`src/rtl/mem_port_arbiter_pkg.sv`:
```
// Shared encodings for the unified-memory port arbiter: FSM states, owner tags
// and the arbitration pick function.
package riscv_arb_pkg;

  typedef enum logic [1:0] {
    ST_IDLE  = 2'd0,
    ST_ISSUE = 2'd1,
    ST_WAIT  = 2'd2,
    ST_RESP  = 2'd3
  } arb_state_e;

  typedef enum logic {
    OWN_I = 1'b0,
    OWN_D = 1'b1
  } arb_owner_e;

  // I wins only when D is absent or the starvation guard forces it through.
  function automatic logic arb_pick_i(input logic req_i, input logic req_d,
                                      input logic force_i);
    return req_i & (force_i | ~req_d);
  endfunction

endpackage

```
`src/rtl/arb_starve_counter.sv`:
```
// Saturating count of consecutive D wins over a waiting I request; o_hit flags
// that I must be granted next. Only instantiated with ARB_STARVE_GUARD_EN.
module arb_starve_counter #(
  parameter int unsigned MAX = 4
) (
  input  logic clk,
  input  logic rst,
  input  logic i_inc,
  input  logic i_clr,
  output logic o_hit
);

  localparam int unsigned   CW    = (MAX < 1) ? 1 : $clog2(MAX + 1);
  localparam logic [CW-1:0] MAX_C = CW'(MAX);

  logic [CW-1:0] r_cnt;

  // Clear wins over increment so an I grant always restarts the count.
  always_ff @(posedge clk) begin
    if (rst || i_clr) begin
      r_cnt <= '0;
    end else if (i_inc && (r_cnt != MAX_C)) begin
      r_cnt <= r_cnt + CW'(1);
    end
  end

  assign o_hit = (r_cnt == MAX_C);

endmodule

```
`src/rtl/mem_port_arbiter.sv`:
```
// Serialises instruction-fetch (I) and data (D) ports onto one single-ported
// memory, one transaction at a time. Optional macro: ARB_STARVE_GUARD_EN.
//
// state    | meaning
// ST_IDLE  | arbitrate, latch winner's command
// ST_ISSUE | mem_req high, hold command until mem_gnt
// ST_WAIT  | wait for mem_rvalid, capture load/fetch data
// ST_RESP  | one-cycle done pulse to owner, requests ignored
module mem_port_arbiter
  import riscv_arb_pkg::*;
#(
  parameter int          AW         = 32,
  parameter int          DW         = 32,
  parameter int unsigned STARVE_MAX = 4
) (
  input  logic          clk,
  input  logic          rst,
  input  logic          i_req,
  input  logic [AW-1:0] i_addr,
  output logic [DW-1:0] i_rdata,
  output logic          i_done,
  input  logic          d_req,
  input  logic          d_we,
  input  logic [AW-1:0] d_addr,
  input  logic [DW-1:0] d_wdata,
  output logic [DW-1:0] d_rdata,
  output logic          d_done,
  output logic          mem_req,
  output logic          mem_we,
  output logic [AW-1:0] mem_addr,
  output logic [DW-1:0] mem_wdata,
  input  logic          mem_gnt,
  input  logic          mem_rvalid,
  input  logic [DW-1:0] mem_rdata,
  output logic          stall_i,
  output logic          stall_d
);

  arb_state_e    r_state;
  arb_state_e    w_state_nxt;
  arb_owner_e    r_owner;
  logic          r_we;
  logic [AW-1:0] r_addr;
  logic [DW-1:0] r_wdata;
  logic [DW-1:0] r_i_rdata;
  logic [DW-1:0] r_d_rdata;
  logic          r_i_flush;

  logic          w_i_forced;
  logic          w_pick_i;
  logic          w_pick_d;
  logic          w_i_live;

`ifdef ARB_STARVE_GUARD_EN
  logic w_starve_inc;
  logic w_starve_clr;
  logic w_starve_hit;

  assign w_starve_inc = (r_state == ST_IDLE) & w_pick_d & i_req;
  assign w_starve_clr = (r_state == ST_IDLE) & w_pick_i;

  arb_starve_counter #(
    .MAX (STARVE_MAX)
  ) u_starve (
    .clk   (clk),
    .rst   (rst),
    .i_inc (w_starve_inc),
    .i_clr (w_starve_clr),
    .o_hit (w_starve_hit)
  );

  assign w_i_forced = w_starve_hit;
`else
  // Guard absent: fixed D-over-I priority, I is never forced through.
  localparam bit GUARD_ON = 1'b0 && (STARVE_MAX > 0);
  assign w_i_forced = GUARD_ON;
`endif

  assign w_pick_i = arb_pick_i(i_req, d_req, w_i_forced);
  assign w_pick_d = d_req & ~w_pick_i;

  // A fetch is still wanted only while i_req stays up for the whole transaction.
  assign w_i_live = i_req & ~r_i_flush;

  always_ff @(posedge clk) begin
    if (rst) begin
      r_state <= ST_IDLE;
    end else begin
      r_state <= w_state_nxt;
    end
  end

  always_comb begin
    w_state_nxt = r_state;
    case (r_state)
      ST_IDLE:  if (d_req || i_req) w_state_nxt = ST_ISSUE;
      ST_ISSUE: if (mem_gnt)        w_state_nxt = ST_WAIT;
      ST_WAIT:  if (mem_rvalid)     w_state_nxt = ST_RESP;
      ST_RESP:                      w_state_nxt = ST_IDLE;
      default:                      w_state_nxt = ST_IDLE;
    endcase
  end

  always_comb begin
    mem_req = 1'b0;
    mem_we  = 1'b0;
    i_done  = 1'b0;
    d_done  = 1'b0;
    case (r_state)
      ST_ISSUE: begin
        mem_req = 1'b1;
        mem_we  = r_we;
      end
      ST_RESP: begin
        i_done = (r_owner == OWN_I) & w_i_live;
        d_done = (r_owner == OWN_D);
      end
      default: ;
    endcase
  end

  always_ff @(posedge clk) begin
    if (rst) begin
      r_owner   <= OWN_I;
      r_we      <= 1'b0;
      r_addr    <= '0;
      r_wdata   <= '0;
      r_i_rdata <= '0;
      r_d_rdata <= '0;
      r_i_flush <= 1'b0;
    end else begin
      if (r_state == ST_IDLE) begin
        r_i_flush <= 1'b0;
        if (w_pick_d) begin
          r_owner <= OWN_D;
          r_we    <= d_we;
          r_addr  <= d_addr;
          r_wdata <= d_wdata;
        end else if (w_pick_i) begin
          r_owner <= OWN_I;
          r_we    <= 1'b0;
          r_addr  <= i_addr;
          r_wdata <= '0;
        end
      end else if ((r_owner == OWN_I) && !i_req) begin
        r_i_flush <= 1'b1;
      end

      // Stores complete without touching d_rdata; flushed fetches are dropped.
      if ((r_state == ST_WAIT) && mem_rvalid && !r_we) begin
        if (r_owner == OWN_D) begin
          r_d_rdata <= mem_rdata;
        end else if (w_i_live) begin
          r_i_rdata <= mem_rdata;
        end
      end
    end
  end

  assign mem_addr  = r_addr;
  assign mem_wdata = r_wdata;
  assign i_rdata   = r_i_rdata;
  assign d_rdata   = r_d_rdata;
  assign stall_i   = i_req & ~i_done;
  assign stall_d   = d_req & ~d_done;

endmodule

```
`config.mk`:
```
export PLATFORM = sky130hd
export DESIGN_NAME = mem_port_arbiter
export DESIGN_NICKNAME = d
export VERILOG_FILES = /design/src/rtl/mem_port_arbiter_pkg.sv /design/src/rtl/arb_starve_counter.sv /design/src/rtl/mem_port_arbiter.sv
export SDC_FILE = /design/constraint.sdc
export NUM_CORES = 1
export LEC_CHECK = 0
export ABC_AREA = 1
export ABC_CLOCK_PERIOD_IN_PS = 2700
export CAP_MARGIN = 10
export CORE_MARGIN = 3
export CORE_UTILIZATION = 44
export DETAILED_ROUTE_END_ITERATION = 8
export PLACE_DENSITY = 0.94
export SYNTH_ARGS = -nofsm -noshare
export SYNTH_HDL_FRONTEND = slang
export SYNTH_SLANG_ARGS = --single-unit
```
`constraint.sdc`:
```
create_clock -name clk -period 2.7 [get_ports clk]
set_input_delay 0.27 -clock clk [delete_from_list [all_inputs] [get_ports clk]]
set_output_delay 0.27 -clock clk [all_outputs]
set_load 0.01 [all_outputs]
```
# Yosys cells after proc, flatten, opt, wreduce, memory -nomap -nowiden
# Index checks and enable logic that the tools add are counted.
dict set report word_totals {
  out_inout_bits 134
  wordCells 54
  ff_bits 133
}
dict set report op_classes {
  eq_ne 6
  muxes 15
  reduce_logical 13
  n_bitwise 12
}
# operator n
set op_table {}
lappend op_table {{two-way mux 32 bit} 4}
lappend op_table {{case mux 2 bit (4 select lines)} 1}
lappend op_table {{two-way mux 1 bit} 7}
lappend op_table {{AND 1 bit} 6}
lappend op_table {{two-way mux 2 bit} 3}
lappend op_table {{!= test 2 bit, second input constant} 3}
lappend op_table {{NOT 1 bit} 6}
lappend op_table {{AND reduction 3 bit} 2}
lappend op_table {{== test 2 bit, second input constant} 2}
lappend op_table {{AND reduction 2 bit} 2}
lappend op_table {{logical AND 1 bit} 3}
lappend op_table {{== test 2 x 1 -> 1 bit, second input constant} 1}
lappend op_table {{zero test 1 bit} 2}
lappend op_table {{zero test 2 bit} 1}
lappend op_table {{nonzero test 2 bit} 1}
lappend op_table {{OR reduction 2 bit} 1}
lappend op_table {{logical OR 1 bit} 1}

# Logic depth before layout (Yosys ltp)
dict set report logic_depth {
  word_depth 6
  depth_mapped 9
  ltp_nobuf 7
}

# Worst setup path before layout
# No wires, ideal clock.
dict set report synth_path {
  path_kind {reg-to-reg}
  startpoint {register r_state[0]}
  endpoint {register r_d_rdata[23], in the netlist d_rdata[23]}
  required_time_ps 2587
  path_stages_with_launch 8
  synth_period_minus_slack_ps 1395
  path_slack_ps 1305
  arrival_ps 1282
  n_path_buf 1
  path_cell_list {dfxtp_1 inv_1 ha_1 nand4_2 clkbuf_1 nand2_1 nand2_1 nor2_1}
}
dict set report synth_between {
  elab_chain_len 4
}
# element line_no
set synth_rtl {}
lappend synth_rtl {{from (decl)} mem_port_arbiter.sv:39} ;# arb_state_e r_state;
lappend synth_rtl {{from (signal assigned)} mem_port_arbiter.sv:89} ;# r_state <= w_state_nxt;
lappend synth_rtl {{== test 2 bit} mem_port_arbiter.sv:150} ;# if ((r_state == ST_WAIT) && mem_rvalid && !r_we) begin
lappend synth_rtl {{logical AND 1 bit (2 in series)} mem_port_arbiter.sv:150}
lappend synth_rtl {{AND reduction 2 bit (no source line)} n/a}
lappend synth_rtl {{to (signal assigned)} mem_port_arbiter.sv:152} ;# r_d_rdata <= mem_rdata;
lappend synth_rtl {{to (decl)} mem_port_arbiter.sv:46} ;# logic [DW-1:0] r_d_rdata;
# Every way passes these cells.
# A chain may end at the register's enable or synchronous reset.

# Worst setup path in the final report
dict set report layout_path {
  startpoint {register r_state[0]}
  endpoint {output i_done}
}
dict set report layout_between {
  elab_chain_len 2
}
# element line_no
set layout_rtl {}
lappend layout_rtl {{== test 2 bit} mem_port_arbiter.sv:109} ;# case (r_state)
lappend layout_rtl {{two-way mux 1 bit} mem_port_arbiter.sv:109}
lappend layout_rtl {{to (decl)} mem_port_arbiter.sv:21} ;# output logic i_done,
# Every way passes these cells.

==> reports/results.tsv <==
stage	metric	value	unit
run_status	outcome	finished clean	
synthesis	synth_area	5590	µm²
place	dpl.hpwl	12100	µm
grt	grt_max_degree	99	
worst_hold_path	worst_hold_path_type	in -> reg	
synthesis	synth.distinct_cells	17	
sta	fmax	496	MHz
floorplanning	dieArea	14100	µm²
clocking	cts_tree	built	
route	via_count	6139	
synthesis	avgSynthCellArea	6.61	µm²
pwr	ir_worst_vdd	519	µV
floorplanning	start_util	45.8	%
sta	skew	0.00885	ns
sta	period_share	74.7	%
clocking	cts.clk_slew.worst_paths	0.06	ns
clocking	cts_setup_buffers	0	
synthesis	yosys-top-cells-area	dfxtp_1, nand2_1, nor2_1	
floorplanning	core-area	12200	µm²
route	route.detailed.drc	0	
pwr	p_per_area	786	nW/µm²
worst_setup_path	max_stage_delay	0.55	ns
place	place_congestion	0.815	
clocking	htree_levels	4	
worst_setup_path	crit_path_max_fanout	4	
cells_and_area	antennaDiodeCount	0	
cells_and_area	nets	1234	
synthesis	synth_cells	846	
floorplanning	die_h	119	µm
synthesis	seq_area_frac_synth	47.6	%
route	wl_per_cell	13.9	µm
sta	hold_violations	0	
synthesis	yosysTopAreaCell	dfxtp_1	
worst_setup_path	end_kind	output port	
sta	slew_viol_final	0	
clocking	clock_sinks	133	
worst_setup_path	startpoint_type	register	
cells_and_area	fin_util	73.3	%
floorplanning	core.rowCount	40	
floorplanning	ios	269	
sta	rsz0062_at_grt	false	
sta	tightest_slew	0.638	ns
worst_setup_path	worstPathCellList	ha_1 -> inv_1 -> nor2_1 -> clkdlybuf4s50_1	
sta	tns	0	ns
worst_setup_path	path_class	reg -> out	
synthesis	synth_common_cells	nand2_1, nor2_1, dfxtp_1	
worst_setup_path	crit_required	2.43	ns
place	io_buffers	268	
route	routed_wl	17700	µm
route	dr.pass1.iters	5	
clocking	insertion_delay	0.41	ns
worst_setup_path	crit_path_top_delay_cell	clkdlybuf4s50_1	
synthesis	synth-edff-count	0	
worst_setup_path	cp.arrival	1.75	ns
grt	gr-total-overflow	0	
cells_and_area	layout-drive-gt1-share	4.34	%
synthesis	yosysMostFrequentCell	nand2_1	
worst_setup_path	cp_num_buf_inv	2	
synthesis	ys_seq_elements	133	
sta	max_slew_margin	57.5	%
synthesis	yosysTopAreaCellShare	47.6	%
clocking	root_buffer	clkbuf_16	
grt	antenna_found_initial	0	
worst_setup_path	cp_top_family	buffers and inverters	
grt	grt_pass1_vias	5839	
cells_and_area	area_growth	60.0	%
route	via_per_inst	4.81	
sta	period_needed	2.02	ns
route	first_iter_violations	419	
clocking	clock_path_buffers	2	
synthesis	ys.flop_type	dfxtp_1	
floorplanning	die-width	119	µm
route	antenna_left	0	
clocking	numCtsBuffers	17	
clocking	cts_resized	0	
pwr	p_leak	4.02	nW
worst_setup_path	r2r_slack	0.83	ns
sta	setup_violations	0	
clocking	cts_hold_buf	0	
synthesis	async_flop_share	0	%
run	cap_viol_max_count	0	
grt	grt_util_all_layers	24.8	%
grt	grt_pass1_wl	28200	µm
synthesis	yosys_warnings	0	
synthesis	syn_nets	986	
[final timing paths]
| check | start | to | depth (start not counted) |
|---|---|---|---|
| setup / recovery | r_state[0] | i_done | 4 |
| hold reg to reg | mem_wdata[28] | mem_wdata[28] | 2 |
| setup reg to reg | r_state[0] | mem_wdata[21] | 7 |
| hold / removal | d_req | mem_wdata[31] | 3 |
[registers in the layout, indices dropped and copies added, names as in the netlist]
name	flops
r_we	1
r_i_flush	1
r_state	2
r_owner	1
mem_addr	32
d_rdata	32
mem_wdata	32
i_rdata	32
[cells in the final DEF, fill, tap and decap left out]
master and instances:
nand2_1 268, clkdlybuf4s50_1 267, nor2_1 204, dfxtp_1 133, inv_1 77, nand3_1 34, a21oi_1 34, o21ai_0 33
clkbuf_16 17, buf_4 9, ha_1 5, clkinvlp_4 3, bufinv_16 3, clkinv_2 3, nor2_4 2, inv_2 2
nand4_1 2, clkinv_4 2, clkbuf_1 2, buf_12 2, nor2_2 1, nand4_2 1, clkbuf_8 1, inv_6 1
buf_2 1
[metal layers]
metal | track usage (%) | vias up | routed length (µm)
li1 | - | 3038 | -
met1 | 26.4 | 2784 | 6690
met2 | 42.4 | 263 | 8730
met3 | 8.52 | 54 | 1520
met4 | 14.2 | 0 | 806
met5 | 0 | - | 0
[stage by stage]
step                      setup WS (ns)  cell area [µm²]  power (mW)  cells  hold WS, ns
after CTS                         0.641             8950        7.09   1275        0.230
after global placement            0.799             8350        4.67   1243        0.451
after global routing              0.544             8950        7.41   1275        0.258
after detailed placement          0.783             8350        4.72   1243        0.454
final                             0.682             8950        7.04   1275        0.261
after floorplan                    1.30             5590        3.66    846        0.405
[cell type report]
type                       instances  area, µm²
timing repair buffer             279       2790
multi-input combinational        584       2390
sequential                       133       2660
fill                             912       3260
clock inverter                    12        154
tap                              168        210
clock buffer                      20        447
inverter                          79        297
[logic make-up (layout without fill, tap and decap cells)]
group,count (synthesis),in the layout,share of synthesized area (%)
buffers and inverters,129,390,9.60
adders and majority gates,5,5,1.12
DFF,133,133,47.6
AOI/OAI and AO/OA,67,67,6.00
and+or+nand+nor,512,512,35.7
[report_power, final]
part / switching [mW] / total [mW] / internal (mW)
registers: 0.176 / 2.47 / 2.29
logic: 1.20 / 2.24 / 1.04
clock network: 0.856 / 2.33 / 1.48
[worst min-delay path: stages]
cell and delay (ns):
buf_2 0.18, nand3_1 0.11, a21oi_1 0.05
Note: power is estimated with default switching activity, not from simulation.
